===== src/rtl/blink_monitor.sv =====
// blink_monitor: measures the flg-to-flg interval of an upstream blinker,
// locks after LOCK_CNT consecutive intervals equal to EXP_PERIOD, and
// records the first fault (timeout, period mismatch or LED toggle fault).
// Ports:
//   clk, rst     clock and synchronous active-high reset
//   flg          one-cycle marker pulse from the blinker
//   led          blinker LED level
//   period       last measured flg-to-flg interval in clk cycles
//   period_vld   one-cycle strobe, period updated this cycle
//   locked       high while LOCK_CNT consecutive intervals matched
//   err          sticky error flag
//   err_code     first error: 01 timeout, 10 period mismatch, 11 LED fault
module blink_monitor #(
    parameter int PBITS      = 12,
    parameter int EXP_PERIOD = 2048,
    parameter int LOCK_CNT   = 4
) (
    input  logic             clk,
    input  logic             rst,
    input  logic             flg,
    input  logic             led,
    output logic [PBITS-1:0] period,
    output logic             period_vld,
    output logic             locked,
    output logic             err,
    output logic [1:0]       err_code
);
    localparam int MW = $clog2(LOCK_CNT + 1);
    localparam logic [PBITS-1:0] TMAX = '1;

    typedef enum logic [1:0] {WAIT_FIRST, MEASURE, LOCKED} state_t;

    state_t           r_state;
    logic [PBITS-1:0] r_timer;
    logic [PBITS-1:0] r_period;
    logic [MW-1:0]    r_match;
    logic [1:0]       r_tog;
    logic             r_led_q;
    logic             r_vld;
    logic             r_locked;
    logic             r_err;
    logic [1:0]       r_code;

    logic             w_tog;
    logic [1:0]       w_tog_sum;
    logic [PBITS-1:0] w_meas;
    logic             w_pm;
    logic             w_lf;
    logic             w_to;
    logic             w_lock;

    assign w_tog     = led ^ r_led_q;
    assign w_tog_sum = (r_tog == 2'd3) ? 2'd3 : r_tog + {1'b0, w_tog};
    // timer holds cycles since the opening flg minus one, so +1 is the interval
    assign w_meas    = r_timer + 1'b1;
    assign w_pm      = w_meas != PBITS'(EXP_PERIOD);
    // toggle of the closing flg cycle belongs to the next interval, so use r_tog
    assign w_lf      = r_tog != 2'd1;
    // timer is about to reach its maximum without a closing flg
    assign w_to      = !flg && (r_timer == TMAX - 1'b1);
    assign w_lock    = r_match >= MW'(LOCK_CNT - 1);

    assign period     = r_period;
    assign period_vld = r_vld;
    assign locked     = r_locked;
    assign err        = r_err;
    assign err_code   = r_code;

    always_ff @(posedge clk) begin
        if (rst) begin
            r_state  <= WAIT_FIRST;
            r_timer  <= '0;
            r_period <= '0;
            r_match  <= '0;
            r_tog    <= 2'd0;
            r_led_q  <= led;
            r_vld    <= 1'b0;
            r_locked <= 1'b0;
            r_err    <= 1'b0;
            r_code   <= 2'b00;
        end else begin
            r_led_q <= led;
            r_vld   <= 1'b0;
            if (r_state == WAIT_FIRST) begin
                r_tog <= flg ? {1'b0, w_tog} : w_tog_sum;
                if (flg) begin
                    r_timer <= '0;
                    r_state <= MEASURE;
                end
            end else if (flg) begin
                r_timer  <= '0;
                r_period <= w_meas;
                r_vld    <= 1'b1;
                r_tog    <= {1'b0, w_tog};
                if (w_pm || w_lf) begin
                    r_match  <= '0;
                    r_state  <= MEASURE;
                    r_locked <= 1'b0;
                    if (!r_err) begin
                        r_err  <= 1'b1;
                        r_code <= w_pm ? 2'b10 : 2'b11;
                    end
                end else begin
                    r_match <= w_lock ? MW'(LOCK_CNT) : r_match + 1'b1;
                    if (w_lock) begin
                        r_state  <= LOCKED;
                        r_locked <= 1'b1;
                    end
                end
            end else begin
                r_tog   <= w_tog_sum;
                r_timer <= (r_timer == TMAX) ? TMAX : r_timer + 1'b1;
                if (w_to) begin
                    r_match  <= '0;
                    r_state  <= WAIT_FIRST;
                    r_locked <= 1'b0;
                    if (!r_err) begin
                        r_err  <= 1'b1;
                        r_code <= 2'b01;
                    end
                end
            end
        end
    end
endmodule

===== config.mk =====
export PLATFORM = sky130hd
export DESIGN_NAME = blink_monitor
export DESIGN_NICKNAME = d
export VERILOG_FILES = /design/src/rtl/blink_monitor.sv
export SDC_FILE = /design/constraint.sdc
export NUM_CORES = 1
export LEC_CHECK = 0
export CAP_MARGIN = 20
export CORE_UTILIZATION = 55
export DETAILED_ROUTE_END_ITERATION = 6
export PLACE_DENSITY = 0.78
export SETUP_SLACK_MARGIN = 0.5
export SLEW_MARGIN = 20
export SYNTH_ARGS = -nofsm -noshare
export SYNTH_HDL_FRONTEND = slang
export SYNTH_SLANG_ARGS = --single-unit

===== constraint.sdc =====
create_clock -name clk -period 2.5 [get_ports clk]
set_input_delay 0.25 -clock clk [delete_from_list [all_inputs] [get_ports clk]]
set_output_delay 0.25 -clock clk [all_outputs]
set_load 0.005 [all_outputs]

==> flow_metrics.tcl <==
set metrics [dict create \
    yosys.cell_types.count 39 \
    ctsHoldBuffers 0 \
    cell_types_occupying_the_most_area_after_synthesis "dfxtp_1, a211oi_1, nor2_1" \
    tightest_slew_ns 0.580 \
    crit_path_start_kind "flip-flop" \
    grt_antenna_before_repair 0 \
    clk_latency_ns 0.35 \
    worst_hold_path_type "in -> reg" \
    rsz0062_at_grt "true" \
    area_growth_pct 23.4 \
    floorplan.die.height_um 60.7 \
    timing.setup.tns_ns 0 \
    synth_common_cells "dfxtp_1, nor2_1, a211oi_1" \
    crit_required_ns 2.79 \
    groute.usage.overall_pct 26.3 \
    use_met1_pct 34.1 \
    hold_path_depth 1 \
    clock_tree_from_tritoncts "yes" \
    coreArea_mm2 0.00315 \
    grt_overflow 0 \
    clock_tree_buf_depth 2 \
    report.final.setup_viol 0 \
    postSynth.topFlopCell "dfxtp_1" \
    drtIter0Drc 182 \
    floorplan.rows 20 \
    synth_edf_count 0 \
    post-synth-top-area-cell "dfxtp_1" \
    h-tree-depth 2 \
    final_net_count 267 \
    number_of_buffers_added_by_the_clock_tree_synthesis_step 5 \
    detail_route.drc_violations 0 \
    layout-drive-gt1-share_pct 18.2 \
    route.final.wire_length_um 4580 \
    slew_headroom_pct 61.1 \
    p_leak_nw 0.819 \
    dpl.hpwl_um 3040 \
    drt_via_density 5.98 \
    antenna_cells_inserted 0 \
    grt_most_used_layer "met2" \
    gr-usage-met2_pct 43.3 \
    gp_congestion 0.929 \
    clock.fmax_mhz 472 \
    ant_nets 0 \
    arrival_time_at_the_worst_endpoint_ns 2.41 \
    end_kind "flip-flop" \
    timing.final.crit_share_pct 84.7 \
    clkTransAtPathRegs_ns 0.10 \
    ys_async_sr_fraction_pct 0 \
    yosysSeqAreaShare_pct 39.2 \
    utilization_after_layout_pct 74.0 \
    synthDominantCellAreaShare_pct 39.2 \
    boundaryPins 21 \
    synth_most_common_cell "dfxtp_1" \
    met3_capacity_usage_during_global_routing_pct 6.18 \
    ys_seq_elements 37 \
    grt_start_max_net_pins 24 \
    clock-root-buffer "clkbuf_4" \
    netlist_instances 229 \
    io_buffers 20 \
    synth_net_count 238 \
    timing.max_cap.violations 0 \
    detail_route.wl_per_cell_um 15.2 \
    initial_core_util_pct 60.0 \
    final_period_minus_worst_setup_slack_ns 2.12 \
    mappedNetlistArea_mm2 0.00189 \
    yosysWarnings 0 \
    maximum_net_fanout_on_the_critical_path 6 \
    syn-mean-instance-area_um2 8.26 \
    die_w_um 60.7 \
    finalHoldViolations 0 \
    final-max-slew-violation-count 0 \
    path_depth_of_the_worst_reg2reg_path 7 \
    vias 1805 \
    powerDensity_mw_per_mm2 500 \
    floorplan.die_area_mm2 0.00368 \
    grt_first_pass_wirelength_um 7110 \
    clock-skew-final_ns 0.00847 \
    vdd_ir_drop_max_mv 0.350 \
    first_global_vias 1605 \
    cts.sinks 37 \
    run_status "completed" \
    criticalPathCategory "reg -> reg" \
    dr.pass1.iters 5 \
]
-- state kept, by name (all words and copies together) (netlist names) --
register and cells:
r_match 3, locked 1, r_timer 12, r_tog 2, period_vld 1, err 1, period 12, r_led_q 1
r_state 2, err_code 2
-- power breakdown --
| group | switching [mW] | total [mW] | internal, mW | leakage (nW) |
|---|---|---|---|---|
| combinational | 0.102 | 0.194 | 0.0920 | 0.480 |
| sequential | 0.0318 | 0.653 | 0.621 | 0.308 |
| clock | 0.187 | 0.319 | 0.133 | 0.0314 |
| total | 0.321 | 1.17 | 0.846 | 0.819 |
-- worst paths after layout --
| check | from | end | slack (ns) |
|---|---|---|---|
| min | led | r_led_q | 0.40 |
| max | r_timer[1] | r_match[0] | 0.38 |
| min reg2reg | r_match[2] | r_match[2] | 0.48 |
| max reg2reg | r_timer[1] | r_match[0] | 0.38 |
-- cell usage in the layout (no fill, tap or decap), types with 7 or more instances in the layout --
| master | n |
|---|---|
| xnor2_1 | 7 |
| dfxtp_1 | 27 |
| nand2_1 | 14 |
| a21oi_1 | 15 |
| buf_4 | 18 |
| nand4_1 | 8 |
| a211oi_1 | 18 |
| inv_1 | 9 |
| clkdlybuf4s50_1 | 20 |
| nor2_1 | 33 |
| nor3_1 | 8 |
| nand3_1 | 7 |
-- stage by stage --
stage / instance area (um^2) / std cells / hold slack, ns / setup slack (ns) / power, mW
6_report: 2330 / 302 / 0.398 / 0.382 / 1.17
5_1_grt: 2330 / 302 / 0.400 / 0.285 / 1.23
4_1_cts: 2260 / 297 / 0.404 / 0.439 / 1.16
3_5_place_dp: 2140 / 284 / 0.466 / 0.135 / 0.851
3_3_place_gp: 2140 / 284 / 0.456 / 0.238 / 0.843
2_1_floorplan: 1910 / 229 / 0.278 / 0.347 / 0.773
-- worst max-delay path: stages (launching register included) --
cell,delay (ns)
dfxtp_4,0.38
ha_4,0.18
xnor2_2,0.14
nand4_1,0.23
a2111oi_4,0.37
nand4_2,0.14
or4b_1,0.49
a21oi_1,0.13
-- cell type report --
cell class | count | area (um^2)
Multi-Input combinational cell | 166 | 1090
Fill cell | 242 | 818
Sequential cell | 37 | 763
Timing Repair Buffer | 39 | 340
Clock buffer | 7 | 55.1
Tap cell | 44 | 55.1
Inverter | 9 | 33.8
-- kinds of logic after synthesis --
family	Yosys count	share of synthesized area, %
AO/OA/AOI/OAI	56	21.0
XOR/XNOR	14	6.48
adder cells (fa/ha/maj)	5	3.31
buffers and inverters	26	6.28
flip-flops	37	39.2
multiplexers	1	0.529
AND/OR/NAND/NOR	90	23.2
-- per-layer routing --
metal	part of all wire [%]	up-vias
met1	42	814
met3	8.7	11
met2	47	98
met4	1.5	0
li1	-	882
met5	0	-
-- what timing repair did --
| action | in CTS | in global routing |
|---|---|---|
| endpoints found under the setup margin | 14 | 14 |
| gates resized for setup | 9 | 13 |
| pin swaps | 5 | 2 |
| setup buffers | 6 | 5 |
(Power assumes the default switching activity.)
